==> src/rtl/lsu_if.sv <==
// Request/response bus between the execute stage and the load/store unit.
// master: execute stage issuing requests; slave: the lsu.
interface lsu_if;
    logic        req_valid;
    logic        req_ready;
    logic        req_write;
    logic [2:0]  req_funct3;
    logic [31:0] req_addr;
    logic [31:0] req_wdata;
    logic        resp_valid;
    logic [31:0] resp_rdata;
    logic        resp_error;

    modport master (
        output req_valid, req_write, req_funct3, req_addr, req_wdata,
        input  req_ready, resp_valid, resp_rdata, resp_error
    );

    modport slave (
        input  req_valid, req_write, req_funct3, req_addr, req_wdata,
        output req_ready, resp_valid, resp_rdata, resp_error
    );
endinterface

==> src/rtl/lsu.sv <==
// RV32I load/store unit in front of a word-only RAM with combinational read.
// Sub-word stores use read-modify-write (ACCESS reads, WRITE commits).
// Optional macro LSU_MISALIGN_CHECK_EN: misaligned halfword/word accesses
// become errors instead of silently ignoring the low address bits.
module lsu #(
    parameter int unsigned WORDSIZE = 4,
    parameter int unsigned MEMSIZE  = 32 * 1024
) (
    input  logic                       clock,
    input  logic                       reset,
    lsu_if.slave                       bus,
    output logic                       mem_write_en,
    output logic [$clog2(MEMSIZE)-1:0] mem_address,
    output logic [31:0]                mem_wdata,
    input  logic [31:0]                mem_rdata
);
    localparam int unsigned AW   = $clog2(MEMSIZE);
    localparam int unsigned LANE = $clog2(WORDSIZE);

    typedef enum logic [1:0] {StIdle, StAccess, StWrite, StResp} state_e;

    state_e      r_state;
    logic        r_write;
    logic [2:0]  r_funct3;
    logic [AW-1:0] r_addr;
    logic [31:0] r_wdata;
    logic [31:0] r_merge;
    logic [31:0] r_rdata;
    logic        r_error;

    logic        w_error;
    logic [31:0] w_load;
    logic [31:0] w_merged;
    logic [7:0]  w_byte;
    logic [15:0] w_half;
    logic        w_unused_addr;

    // Address bits above the memory size are dropped on purpose.
    assign w_unused_addr = ^bus.req_addr[31:AW];

    // Decode illegal funct3 (and, optionally, misalignment) for the latched request.
    always_comb begin
        w_error = 1'b0;
        if (r_write) begin
            w_error = r_funct3[2] | (r_funct3[1:0] == 2'b11);
        end else begin
            w_error = (r_funct3 == 3'b011) | (r_funct3[2:1] == 2'b11);
        end
`ifdef LSU_MISALIGN_CHECK_EN
        if (r_funct3[1:0] == 2'b01 && r_addr[0]) begin
            w_error = 1'b1;
        end
        if (r_funct3[1:0] == 2'b10 && r_addr[1:0] != 2'b00) begin
            w_error = 1'b1;
        end
`endif
    end

    // Select the addressed lane and extend it to 32 bits (little-endian).
    always_comb begin
        unique case (r_addr[1:0])
            2'b00:   w_byte = mem_rdata[7:0];
            2'b01:   w_byte = mem_rdata[15:8];
            2'b10:   w_byte = mem_rdata[23:16];
            default: w_byte = mem_rdata[31:24];
        endcase
        w_half = r_addr[1] ? mem_rdata[31:16] : mem_rdata[15:0];
        case (r_funct3)
            3'b000:  w_load = {{24{w_byte[7]}}, w_byte};
            3'b100:  w_load = {24'h0, w_byte};
            3'b001:  w_load = {{16{w_half[15]}}, w_half};
            3'b101:  w_load = {16'h0, w_half};
            3'b010:  w_load = mem_rdata;
            default: w_load = 32'h0;
        endcase
    end

    // Overlay the store byte/halfword onto the word captured in ACCESS.
    always_comb begin
        w_merged = r_merge;
        if (r_funct3[1:0] == 2'b00) begin
            unique case (r_addr[1:0])
                2'b00:   w_merged[7:0]   = r_wdata[7:0];
                2'b01:   w_merged[15:8]  = r_wdata[7:0];
                2'b10:   w_merged[23:16] = r_wdata[7:0];
                default: w_merged[31:24] = r_wdata[7:0];
            endcase
        end else if (r_addr[1]) begin
            w_merged[31:16] = r_wdata[15:0];
        end else begin
            w_merged[15:0] = r_wdata[15:0];
        end
    end

    // Transaction FSM; response data/error change only on entry to RESP.
    always_ff @(posedge clock) begin
        if (reset) begin
            r_state  <= StIdle;
            r_write  <= 1'b0;
            r_funct3 <= 3'b000;
            r_addr   <= '0;
            r_wdata  <= 32'h0;
            r_merge  <= 32'h0;
            r_rdata  <= 32'h0;
            r_error  <= 1'b0;
        end else begin
            case (r_state)
                StIdle: begin
                    if (bus.req_valid) begin
                        r_write  <= bus.req_write;
                        r_funct3 <= bus.req_funct3;
                        r_addr   <= bus.req_addr[AW-1:0];
                        r_wdata  <= bus.req_wdata;
                        r_state  <= StAccess;
                    end
                end
                StAccess: begin
                    if (w_error) begin
                        r_error <= 1'b1;
                        r_rdata <= 32'h0;
                        r_state <= StResp;
                    end else if (!r_write) begin
                        r_error <= 1'b0;
                        r_rdata <= w_load;
                        r_state <= StResp;
                    end else if (r_funct3[1:0] == 2'b10) begin
                        r_error <= 1'b0;
                        r_rdata <= 32'h0;
                        r_state <= StResp;
                    end else begin
                        r_merge <= mem_rdata;
                        r_state <= StWrite;
                    end
                end
                StWrite: begin
                    r_error <= 1'b0;
                    r_rdata <= 32'h0;
                    r_state <= StResp;
                end
                default: r_state <= StIdle;
            endcase
        end
    end

    // Outputs decoded from state; writes are suppressed while reset is high.
    always_comb begin
        bus.req_ready  = (r_state == StIdle);
        bus.resp_valid = (r_state == StResp);
        bus.resp_rdata = r_rdata;
        bus.resp_error = r_error;
        mem_address    = {r_addr[AW-1:LANE], {LANE{1'b0}}};
        mem_wdata      = (r_state == StWrite) ? w_merged : r_wdata;
        mem_write_en   = !reset && ((r_state == StWrite) ||
                         (r_state == StAccess && r_write && !w_error &&
                          r_funct3[1:0] == 2'b10));
    end
endmodule
==> src/flat_wrapper.sv <==
// flat-port wrapper written by rule: the top's interface ports become plain ports
module lsu_flat 
#(
    parameter int unsigned WORDSIZE = 4,
    parameter int unsigned MEMSIZE  = 32 * 1024
)
  (clock, reset, mem_write_en, mem_address, mem_wdata, mem_rdata, bus_req_valid, bus_req_write, bus_req_funct3, bus_req_addr, bus_req_wdata, bus_req_ready, bus_resp_valid, bus_resp_rdata, bus_resp_error);
  lsu_if bus_i ();
  input  logic clock;
  input  logic reset;
  output logic mem_write_en;
  output logic [$clog2(MEMSIZE)-1:0] mem_address;
  output logic [31:0] mem_wdata;
  input  logic [31:0] mem_rdata;
  input wire logic [$bits(bus_i.req_valid)-1:0] bus_req_valid;
  input wire logic [$bits(bus_i.req_write)-1:0] bus_req_write;
  input wire logic [$bits(bus_i.req_funct3)-1:0] bus_req_funct3;
  input wire logic [$bits(bus_i.req_addr)-1:0] bus_req_addr;
  input wire logic [$bits(bus_i.req_wdata)-1:0] bus_req_wdata;
  output wire logic [$bits(bus_i.req_ready)-1:0] bus_req_ready;
  output wire logic [$bits(bus_i.resp_valid)-1:0] bus_resp_valid;
  output wire logic [$bits(bus_i.resp_rdata)-1:0] bus_resp_rdata;
  output wire logic [$bits(bus_i.resp_error)-1:0] bus_resp_error;
  assign bus_i.req_valid = bus_req_valid;
  assign bus_i.req_write = bus_req_write;
  assign bus_i.req_funct3 = bus_req_funct3;
  assign bus_i.req_addr = bus_req_addr;
  assign bus_i.req_wdata = bus_req_wdata;
  assign bus_req_ready = bus_i.req_ready;
  assign bus_resp_valid = bus_i.resp_valid;
  assign bus_resp_rdata = bus_i.resp_rdata;
  assign bus_resp_error = bus_i.resp_error;
  lsu #(.WORDSIZE(WORDSIZE), .MEMSIZE(MEMSIZE)) u_core (.clock(clock), .reset(reset), .bus(bus_i), .mem_write_en(mem_write_en), .mem_address(mem_address), .mem_wdata(mem_wdata), .mem_rdata(mem_rdata));
endmodule
==> config.mk <==
export PLATFORM = sky130hd
export DESIGN_NAME = lsu_flat
export DESIGN_NICKNAME = d
export VERILOG_FILES = /design/src/rtl/lsu_if.sv /design/src/rtl/lsu.sv /design/src/flat_wrapper.sv
export SDC_FILE = /design/constraint.sdc
export NUM_CORES = 1
export LEC_CHECK = 0
export CAP_MARGIN = 20
export CORE_AREA = 4 4 115 127
export CTS_CLUSTER_SIZE = 24
export DETAILED_ROUTE_END_ITERATION = 7
export DIE_AREA = 0 0 119 131
export PLACE_DENSITY_LB_ADDON = 0.15
export SYNTH_ARGS = -nofsm -noshare
export SYNTH_HDL_FRONTEND = slang
export SYNTH_SLANG_ARGS = --single-unit
export TNS_END_PERCENT = 5
==> constraint.sdc <==
create_clock -name clock -period 1.95 [get_ports clock]
set_clock_uncertainty 0.2 [all_clocks]
set_input_delay 0.2925 -clock clock [delete_from_list [all_inputs] [get_ports clock]]
set_output_delay 0.2925 -clock clock [all_outputs]
set_load 0.05 [all_outputs]
==> results.py <==
metrics = {
    "timing": {
        "setup_viol": 65,
        "setup_ws_ns": -0.490,
        "hold_violations": 0,
        "fmaxAchievable_ghz": 0.410,
        "max_slew_margin_pct": 58.2,
        "rsz0062_at_grt": "true",
        "period_share_pct": 125,
        "period_minus_slack_ns": 2.44,
        "slew_violations": 0,
        "worstMarginPinSlew_ns": 0.624,
    },
    "synth": {
        "synth_seq_cells": 118,
        "seq_area_frac_synth_pct": 44.0,
        "synth_largest_area_cell": "dfxtp_1",
        "synth_flop_cell": "dfxtp_1",
        "yosys-top-cells-area": "dfxtp_1, nand2_1, a21oi_1",
        "async_reset_ff_share_pct": 0,
        "synth.avg_cell_area_sq_um": 8.18,
        "syn_inst": 656,
        "synth_most_common_cell": "nand2_1",
        "netlist_area_sq_mm": 0.00537,
        "ys_types": 47,
        "yosysWarnings": 0,
        "synth_top_area_share_pct": 44.0,
        "synth_edf_count": 0,
        "synth_common_cells": "nand2_1, dfxtp_1, a21oi_1, clkbuf_1, a22o_1",
    },
    "worst_setup_path": {
        "crit_fanout": 8,
        "arrival_ns": 1.95,
        "critPathRequiredTime_ns": 1.46,
        "critPathKind": "reg2out",
        "cp-end-kind": "output port",
        "startpoint_type": "flip-flop",
    },
    "place": {
        "dpl.hpwl_microns": 13400,
        "routabilityCongestion": 0.901,
        "io_buffers": 166,
    },
    "detailed_routing": {
        "drtAntennaViolNets": 0,
        "vias_per_cell": 5.24,
        "drt_pass1_iterations": 6,
        "drc": 0,
        "wl_per_cell_microns": 17.3,
        "drt_iter0_markers": 429,
        "vias": 5398,
        "totalWireLength_microns": 17900,
    },
    "cts": {
        "htreeDepth": 4,
        "cts_root_buffer": "clkbuf_16",
        "clock_sinks": 118,
        "clockBufferDepth": 2,
        "clkTransAtPathRegs_ns": 0.06,
        "clock_latency_ns": 0.40,
        "cts_tree": "done",
        "cts_inserted_buffers": 17,
    },
    "floorplan": {
        "num_rows": 44,
        "die_w_microns": 119,
        "die_h_microns": 131,
        "fp.dieArea_sq_mm": 0.0156,
        "pin_count": 186,
        "core_area_sq_mm": 0.0133,
        "initial_core_util_pct": 40.4,
    },
    "power": {
        "p_int_mw": 7.96,
        "switching_power_mw": 5.93,
        "netSwitchingFraction_pct": 42.7,
        "fin_total_pwr_mw": 13.9,
        "leakagePower_nw": 3.42,
        "vdd_drop_max_v": 0.000987,
        "p_seq_share_pct": 24.3,
        "comb_power_share_pct": 52.3,
        "cellPowerDensity_mw_per_mm2": 1610,
        "p_clk_share_pct": 23.5,
    },
    "final_layout": {
        "fillers": 1068,
        "syn2layout_area_growth_pct": 61.0,
        "drive_gt1_share_pct": 28.7,
        "fin_util_pct": 65.1,
        "nets": 941,
        "n_antenna_cell": 0,
    },
    "run_status": {
        "status": "complete, but fails checks",
        "violations": "negative setup slack",
    },
    "grt": {
        "grt_pass1_wl_microns": 28700,
        "gr-usage-all-layers_pct": 23.1,
        "grt_pass1_vias": 5374,
        "grt-ovfl-total": 0,
        "grt_start_max_net_pins": 52,
        "antenna_found_initial": 0,
    },
    "min_path": {
        "hp-class": "in2reg",
    },
    "run": {
        "maxCapViolCount": 0,
    },
}
==> cell usage in the layout (no fill, tap or decap), types with 11 or more instances in the layout <==
cell	instances
nand2_1	187
dfxtp_1	112
buf_4	100
a21oi_1	86
clkdlybuf4s50_1	84
buf_12	30
nor2_1	21
clkbuf_16	17
a22o_1	16
a21oi_4	16
a221o_1	16
mux2_1	11
==> path summary, 6_finish.rpt <==
| check | to | cells after the start | slack (ns) | startpoint |
|---|---|---|---|---|
| max reg2reg | u_core.bus.resp_rdata[7] | 7 | -0.10 | u_core.r_state[0] |
| max | mem_wdata[16] | 6 | -0.49 | u_core.r_funct3[0] |
| min reg2reg | u_core.r_addr[10] | 2 | 0.25 | u_core.r_addr[10] |
| min | u_core.r_wdata[19] | 3 | 0.23 | bus_req_wdata[19] |
==> routing by layer <==
layer,vias up,routed length [microns],track usage [%]
li1,2641,-,-
met1,2504,8030,30.9
met2,233,8330,36.5
met3,20,1210,5.60
met4,0,316,8.04
met5,-,0,0
==> area by class of cell <==
class / instances / area [sq um] / share of cell area, %
clock inverter: 13 / 170 / 1.97
clock buffer: 19 / 443 / 5.13
inverter: 3 / 11.3 / 0.130
sequential: 118 / 2370 / 27.4
tap: 184 / 230 / 2.66
timing repair buffer: 226 / 2340 / 27.1
multi-input combinational: 468 / 3070 / 35.6
==> registers in the layout, summed over array words and instances (netlist names) <==
name / count
u_core.r_wdata: 32
u_core.r_funct3: 3
u_core.bus.resp_rdata: 32
u_core.r_write: 1
u_core.r_merge: 32
u_core.bus.resp_error: 1
u_core.r_state: 2
u_core.r_addr: 15
==> timing repair <==
item,4_1_cts,5_1_grt
setup endpoints to repair,65,65
hold buffers,0,0
gates cloned,1,0
buffers inserted,3,1
pin swaps,4,1
resized for setup,31,5
==> kinds of logic (layout without fill, tap and decap cells) <==
family | after synthesis | in the layout | synth area share, %
AO/OA/AOI/OAI | 202 | 202 | 24.2
adder cells (fa/ha/maj) | 4 | 4 | 0.933
buffers and inverters | 71 | 261 | 6.97
flip-flops | 118 | 118 | 44.0
multiplexers | 27 | 27 | 5.64
other | 1 | 2 | 0.0699
AND/OR/NAND/NOR | 233 | 233 | 18.1
==> metrics by stage <==
| step | instance area [sq um] | cells | hold slack [ns] | TNS [ns] | worst slack [ns] |
|---|---|---|---|---|---|
| 3_3_place_gp | 7830 | 995 | 0.239 | -7.70 | -0.192 |
| 2_1_floorplan | 5740 | 657 | 0.221 | -3.17 | -0.103 |
| 3_5_place_dp | 7830 | 995 | 0.246 | -9.07 | -0.228 |
| 4_1_cts | 8600 | 1030 | 0.222 | -14.77 | -0.475 |
| 6_report | 8640 | 1031 | 0.231 | -14.83 | -0.490 |
| 5_1_grt | 8640 | 1031 | 0.221 | -19.97 | -0.566 |
==> power groups by stage <==
stage | sequential [mW] | combinational, mW | clock (mW)
floorplan | 4.25 | 3.60 | 0
global placement | 3.37 | 6.98 | 0
detailed placement | 3.40 | 7.06 | 0
CTS | 3.36 | 7.27 | 3.28
global route | 3.44 | 7.66 | 3.40
finish | 3.37 | 7.26 | 3.26
==> worst max-delay path, stage by stage (launching register included) <==
cell	delay, ns
dfxtp_2	0.35
nor3b_4	0.26
nand2b_4	0.32
buf_6	0.15
mux2i_4	0.23
a21oi_4	0.08
buf_12	0.15
Power figures use the tool's default switching activity.
